===== src/rtl/trace_sequencer_if.sv =====
// Table ROM bus for the trace sequencer.
// The ROM returns the word for tbl_addr one cycle after the address is presented.
interface trace_sequencer_if #(
  parameter int NUM_TRACES = 5,
  parameter int CELLS      = 16,
  parameter int ORDER_W    = 64
);
  localparam int AW = (NUM_TRACES > 1) ? $clog2(NUM_TRACES) : 1;
  localparam int TW = 8 + 9 + 6 + ORDER_W + CELLS;

  logic [AW-1:0] tbl_addr;
  logic [TW-1:0] tbl_data;

  modport master (output tbl_addr, input tbl_data);
  modport slave  (input tbl_addr, output tbl_data);
endinterface


===== src/rtl/trace_sequencer.sv =====
// Tutorial spell-trace sequencer: fetches preset traces from a table ROM and advances when the player covers them.
// Optional feature: define TRACE_TIMEOUT_EN to build the per-trace timeout counter (TIMEOUT_CYC).
module trace_sequencer #(
  parameter int NUM_TRACES  = 5,
  parameter int CELLS       = 16,
  parameter int ORDER_W     = 64,
  parameter int MATCH_EXACT = 0,
`ifdef TRACE_TIMEOUT_EN
  parameter int TIMEOUT_CYC = 2**24,
`endif
  localparam int AW = (NUM_TRACES > 1) ? $clog2(NUM_TRACES) : 1,
  localparam int CW = $clog2(NUM_TRACES + 1)
) (
  input  logic               clk,
  input  logic               reset,
  input  logic               learn_mode,
  input  logic               trace_screen_on,
  input  logic               restart,
  input  logic [CELLS-1:0]   p1_traced,
  trace_sequencer_if.master  rom,
  output logic [CELLS-1:0]   trace_to_display,
  output logic [ORDER_W-1:0] trace_order,
  output logic [5:0]         trace_boxes,
  output logic [7:0]         initial_row,
  output logic [8:0]         initial_col,
  output logic [CW-1:0]      trace_count,
  output logic               end_game_early,
  output logic               trace_timeout
);

  localparam logic [AW-1:0] LAST_IDX = AW'(NUM_TRACES - 1);
  localparam logic [CW-1:0] MAX_CNT  = CW'(NUM_TRACES);
  localparam int ORD_LO = CELLS;
  localparam int BOX_LO = ORD_LO + ORDER_W;
  localparam int COL_LO = BOX_LO + 6;
  localparam int ROW_LO = COL_LO + 9;

  typedef enum logic [2:0] {FETCH, LOAD, WAIT_CLR, SHOW, DONE} state_t;

  state_t        state_q, state_d;
  logic [AW-1:0] idx_q, idx_d;
  logic [CW-1:0] cnt_d;
  logic          done_d;
  logic          load_en;
  logic          enable;
  logic          match;

  function automatic logic [CW-1:0] sat_inc(input logic [CW-1:0] c);
    return (c == MAX_CNT) ? c : c + CW'(1);
  endfunction

  assign enable   = learn_mode & trace_screen_on;
  assign match    = (MATCH_EXACT != 0) ? (p1_traced == trace_to_display)
                                       : ((p1_traced & trace_to_display) == trace_to_display);
  assign rom.tbl_addr = idx_q;

  always_comb begin
    state_d = state_q;
    idx_d   = idx_q;
    cnt_d   = trace_count;
    done_d  = end_game_early;
    load_en = 1'b0;
    if (restart) begin
      state_d = FETCH;
      idx_d   = '0;
      cnt_d   = '0;
      done_d  = 1'b0;
    end else begin
      case (state_q)
        FETCH:    state_d = LOAD;
        LOAD: begin
          load_en = 1'b1;
          state_d = (idx_q == '0) ? SHOW : WAIT_CLR;
        end
        // A stroke still on the grid must lift before the next trace can be judged.
        WAIT_CLR: if (p1_traced == '0) state_d = SHOW;
        SHOW: begin
          if (enable && match) begin
            cnt_d = sat_inc(trace_count);
            if (idx_q == LAST_IDX) begin
              done_d  = 1'b1;
              state_d = DONE;
            end else begin
              idx_d   = idx_q + AW'(1);
              state_d = FETCH;
            end
          end
        end
        DONE:     state_d = DONE;
        default:  state_d = FETCH;
      endcase
    end
  end

  always_ff @(posedge clk or posedge reset) begin
    if (reset) begin
      state_q        <= FETCH;
      idx_q          <= '0;
      trace_count    <= '0;
      end_game_early <= 1'b0;
    end else begin
      state_q        <= state_d;
      idx_q          <= idx_d;
      trace_count    <= cnt_d;
      end_game_early <= done_d;
    end
  end

  // ROM word is captured only in LOAD; restart in LOAD suppresses the capture.
  always_ff @(posedge clk or posedge reset) begin
    if (reset) begin
      trace_to_display <= '0;
      trace_order      <= '0;
      trace_boxes      <= '0;
      initial_row      <= '0;
      initial_col      <= '0;
    end else if (load_en) begin
      trace_to_display <= rom.tbl_data[CELLS-1:0];
      trace_order      <= rom.tbl_data[ORD_LO +: ORDER_W];
      trace_boxes      <= rom.tbl_data[BOX_LO +: 6];
      initial_col      <= rom.tbl_data[COL_LO +: 9];
      initial_row      <= rom.tbl_data[ROW_LO +: 8];
    end
  end

`ifdef TRACE_TIMEOUT_EN
  localparam int TOW = (TIMEOUT_CYC > 1) ? $clog2(TIMEOUT_CYC) : 1;
  logic [TOW-1:0] to_cnt_q;

  // Counter is held at zero outside SHOW, so entering SHOW always starts a fresh window.
  always_ff @(posedge clk or posedge reset) begin
    if (reset) begin
      to_cnt_q      <= '0;
      trace_timeout <= 1'b0;
    end else begin
      trace_timeout <= 1'b0;
      if (restart || state_q != SHOW) begin
        to_cnt_q <= '0;
      end else if (enable && !match) begin
        if (to_cnt_q == TOW'(TIMEOUT_CYC - 1)) begin
          to_cnt_q      <= '0;
          trace_timeout <= 1'b1;
        end else begin
          to_cnt_q <= to_cnt_q + TOW'(1);
        end
      end
    end
  end
`else
  assign trace_timeout = 1'b0;
`endif

endmodule


===== src/flat_wrapper.sv =====
// flat-port wrapper written by rule: the top's interface ports become plain ports
module trace_sequencer_flat 
#(
  parameter int NUM_TRACES  = 5,
  parameter int CELLS       = 16,
  parameter int ORDER_W     = 64,
  parameter int MATCH_EXACT = 0,

  localparam int AW = (NUM_TRACES > 1) ? $clog2(NUM_TRACES) : 1,
  localparam int CW = $clog2(NUM_TRACES + 1)
)
  (clk, reset, learn_mode, trace_screen_on, restart, p1_traced, trace_to_display, trace_order, trace_boxes, initial_row, initial_col, trace_count, end_game_early, trace_timeout, rom_tbl_addr, rom_tbl_data);
  trace_sequencer_if #(.NUM_TRACES(NUM_TRACES), .CELLS(CELLS), .ORDER_W(ORDER_W)) rom_i ();
  input  logic clk;
  input  logic reset;
  input  logic learn_mode;
  input  logic trace_screen_on;
  input  logic restart;
  input  logic [CELLS-1:0] p1_traced;
  output logic [CELLS-1:0] trace_to_display;
  output logic [ORDER_W-1:0] trace_order;
  output logic [5:0] trace_boxes;
  output logic [7:0] initial_row;
  output logic [8:0] initial_col;
  output logic [CW-1:0] trace_count;
  output logic end_game_early;
  output logic trace_timeout;
  output wire logic [$bits(rom_i.tbl_addr)-1:0] rom_tbl_addr;
  input wire logic [$bits(rom_i.tbl_data)-1:0] rom_tbl_data;
  assign rom_tbl_addr = rom_i.tbl_addr;
  assign rom_i.tbl_data = rom_tbl_data;
  trace_sequencer #(.NUM_TRACES(NUM_TRACES), .CELLS(CELLS), .ORDER_W(ORDER_W), .MATCH_EXACT(MATCH_EXACT)) u_core (.clk(clk), .reset(reset), .learn_mode(learn_mode), .trace_screen_on(trace_screen_on), .restart(restart), .p1_traced(p1_traced), .rom(rom_i), .trace_to_display(trace_to_display), .trace_order(trace_order), .trace_boxes(trace_boxes), .initial_row(initial_row), .initial_col(initial_col), .trace_count(trace_count), .end_game_early(end_game_early), .trace_timeout(trace_timeout));
endmodule

===== config.mk =====
export PLATFORM = sky130hd
export DESIGN_NAME = trace_sequencer_flat
export DESIGN_NICKNAME = d
export VERILOG_FILES = /design/src/rtl/trace_sequencer_if.sv /design/src/rtl/trace_sequencer.sv /design/src/flat_wrapper.sv
export SDC_FILE = /design/constraint.sdc
export NUM_CORES = 1
export LEC_CHECK = 0
export ABC_CLOCK_PERIOD_IN_PS = 5300
export CORE_ASPECT_RATIO = 1.2
export CORE_MARGIN = 5
export CORE_UTILIZATION = 40
export DETAILED_ROUTE_END_ITERATION = 10
export PLACE_DENSITY = 0.85
export SYNTH_ARGS = -nofsm -noshare
export SYNTH_HDL_FRONTEND = slang
export SYNTH_SLANG_ARGS = --single-unit

===== constraint.sdc =====
create_clock -name clk -period 5.3 [get_ports clk]
set_clock_uncertainty 0.2 [all_clocks]
set_input_delay 1.06 -clock clk [delete_from_list [all_inputs] [get_ports clk]]
set_output_delay 1.06 -clock clk [all_outputs]
set_load 0.005 [all_outputs]

-- Word level (Yosys, flattened, before mapping)
Cells that the tools add are included.
- div/mod/pow operators: 0
- order comparisons: 0
- bitwise logic cells: 2
- equality and inequality tests: 11
- reduce and logical (&&, ||, !) cells: 11
- shifts and indexed selects: 0
- $mul: 0
- add/sub/neg operators: 2
- mux-type cells: 20
- operators with widths (cell ; count):
    2-to-1 mux 3 bit ; 12
    AND 16 bit ; 1
    == test 16 bit ; 1
    logical NOT 16 bit ; 1
    one-hot mux 3 bit (5 select lines) ; 1
    == test 3 bit, second input constant ; 3
    AND reduction 3 bit ; 3
    2-to-1 mux 1 bit ; 7
    adder 3 x 1 -> 3 bit, second input constant ; 2
    == test 3 x 2 -> 1 bit, second input constant ; 2
    logical NOT 3 bit ; 2
    inequality test 3 x 2 -> 1 bit, second input constant ; 2
    nonzero test 2 bit ; 3
    inequality test 2 bit, second input constant ; 2
    == test 3 x 1 -> 1 bit, second input constant ; 1
    AND reduction 2 bit ; 1
    AND 1 bit ; 1
    logical AND 1 bit ; 1
- input bits: 124
- word-level logic and storage cells: 55
- bits in latches: 0
- memories: 0
- memory bits (writable): 0
- ROM bits: 0
- output and inout port bits: 111
- flip-flop bits (word level): 113

-- Longest topological paths before layout
- depth in word-level cells: 6
- mapped depth: 6
- gate-level depth less buffers: 6

-- Worst setup path before layout
OpenSTA, ideal clock, no wires.
- path type: input to register
- start point: input port p1_traced[9]
- end point: register u_core.trace_count[0]
- cell stages on the path: 5
- setup slack: 2.897 ns
- setup time: 0.125 ns
- arrival: 2.078 ns
- required time: 4.975 ns
- path through: nand2b_1 -> o221ai_1 -> nor3_2 -> nand3_1 -> mux2_2
- longest elaborated chain between the ends: 5
- ends and longest elaborated chain (item ; RTL line ; text):
    start, declared ; flat_wrapper.sv:19 ; input logic [CELLS-1:0] p1_traced;
    AND 16 bit ; trace_sequencer.sv:54 ; : ((p1_traced & trace_to_display) == trace_to_display);
    == test 16 bit ; trace_sequencer.sv:54 ;
    logical AND 1 bit ; trace_sequencer.sv:78 ; if (enable && match) begin
    nonzero test 2 bit (no line) ; n/a ;
    AND reduction 3 bit (no line) ; n/a ;
    end signal, assigned ; trace_sequencer.sv:104 ; trace_count <= cnt_d;
    end, declared ; trace_sequencer.sv:26 ; output logic [CW-1:0] trace_count,
No other way between the ends.
A chain may end at the register's enable or synchronous reset.

-- Worst setup path in the final report
- start point: input port restart
- end point: register u_core.trace_order[6]
- longest elaborated chain between the ends: 1
- ends and longest elaborated chain (item ; RTL line ; text):
    start, declared ; flat_wrapper.sv:18 ; input logic restart;
    2-to-1 mux 1 bit ; trace_sequencer.sv:63 ; if (restart) begin
    end signal, assigned ; trace_sequencer.sv:119 ; trace_order <= rom.tbl_data[ORD_LO +: ORDER_W];
    end, declared ; trace_sequencer.sv:22 ; output logic [ORDER_W-1:0] trace_order,
No other way between the ends.

==> metrics.md <==
| Metric | Value |
|---|---|
| Synthesis-stage register bit count | about 110 |
| Most common cell after layout, fill and taps aside | clkdlybuf4s50_1 |
| Critical path, cell by cell | clkdlybuf4s50_1 -> nor4b_4 -> buf_12 -> mux2_1 |
| Final non-filler cell total | roughly 730 |
| Drt pass-1 iters | 4 |
| Vias | 3562 |
| Total CTS buffers | 17 |
| # clock sinks | 113 |
| Vias in the first global route | 4043 |
| Worst min path class | reg2reg |
| Routed WL | roughly 13000 um |
| CP arrival | 3.36 ns |
| R2r endpoint | u_core.trace_order[6] |
| Layout cells sized above 1 | 17.1% |
| Slew @ Worst Pin | 0.856 ns |
| Setup Viol. Count Final | 0 |
| Cts hold-fix bufs | 0 |
| Largest net degree at the start of global routing | 69 |
| Clk pin slew, worst setup/hold paths | 0.05 ns |
| Peak VDD IR | approximately 0.00022 V |
| Relative slew margins | between 40% and 50% |
| Leakage Power | 3.13 nW |
| Routed Antenna Nets | 0 |
| DRT iter0 DRCs | 95 |
| H-tree levels | 4 |
| Worst r2r path cells | 3 |
| Syn Area/Cell | 14.1 sq um |
| Mapped Nets | around 450 |
| First-pass GRT wire length | 20500 um |
| Synth warnings | 0 |
| Critical Path Fanout Max | 68 |
| Top Ports | 235 |
| Fill count | 817 |
| Std-Cell Core Area | between 0.01 and 0.015 sq mm |
| Layout area overhead | 66.5% |
| Final hold violation count | 0 |
| Worst Path Required | 5.38 ns |
| Die area | 0.0137 sq mm |
| Critical Path Max Stage Delay | 0.82 ns |
| Initial Utilization | roughly two fifths |
| Worst setup path endpoint | u_core.trace_order[6] |
| Tcrit/Tclk final | approximately 62% |
| Initial antenna violation count | 0 |
| Total Power | 3.16 mW |
| Status | finished clean |
| Post-synthesis cell area | approximately 0.0046 sq mm |
| DR DRC count | 0 |
| Crit path launch | restart |
| Die Ht | between 100 and 150 um |
| Setup CP Type | in2reg |
| Clock Latency Late Sink | approximately 0.4 ns |
| Post-DR vias/cell | 4.86 |
| TritonCTS clock tree | yes |
| Critical Path Sink Type | flop |
| Final min period | 3.28 ns |
| I/O Buffers | 233 |
| CP startpoint kind | primary input |
| Remaining global-route overflow | 0 |
| Most frequent cells in the layout | clkdlybuf4s50_1 (233), dfrtp_1 (113), mux2_2 (56) |
| Sum Neg Setup Slack | 0 ns |
| RSZ-0062 raised after global routing | false |
| Total power density per cell area | 414 mW/mm^2 |
| GRT Overall Usage | 19.5% |
| Die Span X | ~110 um |
| Post-CTS setup buffers | 0 |
| Buffer depth of the longest clock path | 2 |
| GP Congestion | 0.788 |
| Max Cap Viol | 0 |
| Drt wl/cell | roughly 18 um |
| Placed insts | about 700 |
| Register area share after synthesis | approximately 62% |
| Synth cell types | 35 |
| Slew Viols, Final | 0 |
| Reg2reg start | u_core.state_q[2] |
| Fmax | just over 300 MHz |
| # resized after CTS | 0 |
| Gate Count Post-Synth | 325 |
| FP Rows | 42 |
| Slowest stage cell, crit path | nor4b_4 |
| Nets | 694 |
| Reg2reg setup slack | around 2.9 ns |
| Detail Placement HPWL | ~10000 um |
| Root Driver | clkbuf_16 |
| ANT cells | 0 |
[synthesized netlist by cell type]
| cell | count | area (sq um) |
|---|---|---|
| dfrtp_1 | 113 | 2830 |
| mux2_2 | 56 | 631 |
| mux2_1 | 38 | 428 |
| inv_1 | 17 | 63.8 |
| nand2_1 | 14 | 52.6 |
| o21ai_0 | 13 | 65.1 |
| buf_2 | 8 | 40.0 |
| nor2_1 | 7 | 26.3 |
| buf_4 | 6 | 45.0 |
| nand2b_1 | 6 | 37.5 |
| a21oi_1 | 5 | 25.0 |
| ha_1 | 4 | 50.1 |
| nor4_1 | 4 | 25.0 |
| o22ai_1 | 4 | 25.0 |
| nand3_1 | 3 | 15.0 |
| nand4_1 | 3 | 18.8 |
| a211oi_1 | 2 | 15.0 |
| a31o_2 | 2 | 17.5 |
| a41oi_1 | 2 | 17.5 |
| clkbuf_1 | 2 | 7.51 |
| nor3b_1 | 2 | 15.0 |
| a311oi_1 | 1 | 8.76 |
| a31oi_1 | 1 | 6.26 |
| and2_1 | 1 | 6.26 |
| and4_1 | 1 | 8.76 |
| conb_1 | 1 | 3.75 |
| nand4b_1 | 1 | 8.76 |
| nor2b_1 | 1 | 6.26 |
| nor3_1 | 1 | 5.00 |
| nor3_2 | 1 | 10.0 |
| nor4_4 | 1 | 21.3 |
| nor4b_4 | 1 | 23.8 |
| o2111ai_1 | 1 | 8.76 |
| o221ai_1 | 1 | 8.76 |
| o41ai_1 | 1 | 8.76 |
[kinds of logic (layout without fill, tap and decap cells)]
logic type	count (synthesis)	in the layout	synth area share [%]
flops	113	113	61.7
mux	94	94	23.1
simple gates	47	47	6.12
compound gates	33	33	4.50
buf+inv	33	287	3.41
fa+ha+maj	4	4	1.09
other cells	1	1	0.0818
[per-stage QoR]
stage	utilization [%]	worst slack (ns)	instance area (sq um)	hold slack [ns]
floorplan	-	1.05	4580	0.283
global placement	63.4	1.69	7070	0.266
detailed placement	63.4	1.62	7070	0.274
CTS	68.5	2.02	7630	0.286
global route	68.5	1.89	7630	0.304
finish	68.5	2.02	7630	0.280
[layer usage]
layer  vias to the layer above  GRT usage [%]  wire (um)
met1                      1735           18.4       4240
li1                       1636              -          -
met5                         -              0          0
met4                         0           9.29        448
met3                        32           6.81        964
met2                       159           36.6       7450
[where the power goes]
part	switching (mW)	internal, mW	total [mW]
clock	0.409	0.647	1.06
sequential	0.125	1.09	1.21
combinational	0.283	0.609	0.892
total	0.817	2.34	3.16
[worst max-delay path, delay by kind of cell]
kind | cells | cell delay, ns
buffers and inverters | 2 | 1.02
AND/OR/NAND/NOR | 1 | 0.82
multiplexers | 1 | 0.38
[registers in the layout, indices dropped and copies added (netlist names), 3 cells and up]
| signal | cells |
|---|---|
| u_core.initial_col | 9 |
| u_core.state_q | 3 |
| u_core.trace_to_display | 16 |
| u_core.trace_boxes | 6 |
| u_core.initial_row | 8 |
| u_core.trace_order | 64 |
| u_core.rom.tbl_addr | 3 |
| u_core.trace_count | 3 |
[layout make-up]
type	count	area, sq um	area share, %
clock buffers	17	425	5.57
multi-input cells	179	1600	21.0
well taps	154	193	2.52
inverters	17	66.3	0.869
flip-flops and latches	113	2830	37.0
clock inverters	15	139	1.82
repair buffers	238	2380	31.2
[worst min-delay path by stage]
stage / start / slack (ns) / end / depth (start not counted)
2_1_floorplan: u_core.initial_col[2] / 0.28 / u_core.initial_col[2] / 1
3_3_place_gp: u_core.trace_order[20] / 0.27 / u_core.trace_order[20] / 1
3_5_place_dp: u_core.trace_order[26] / 0.27 / u_core.trace_order[26] / 1
4_1_cts: u_core.trace_order[26] / 0.29 / u_core.trace_order[26] / 1
5_1_grt: u_core.trace_order[9] / 0.30 / u_core.trace_order[9] / 1
6_report: u_core.trace_order[26] / 0.28 / u_core.trace_order[26] / 1
(Power assumes the default switching activity.)
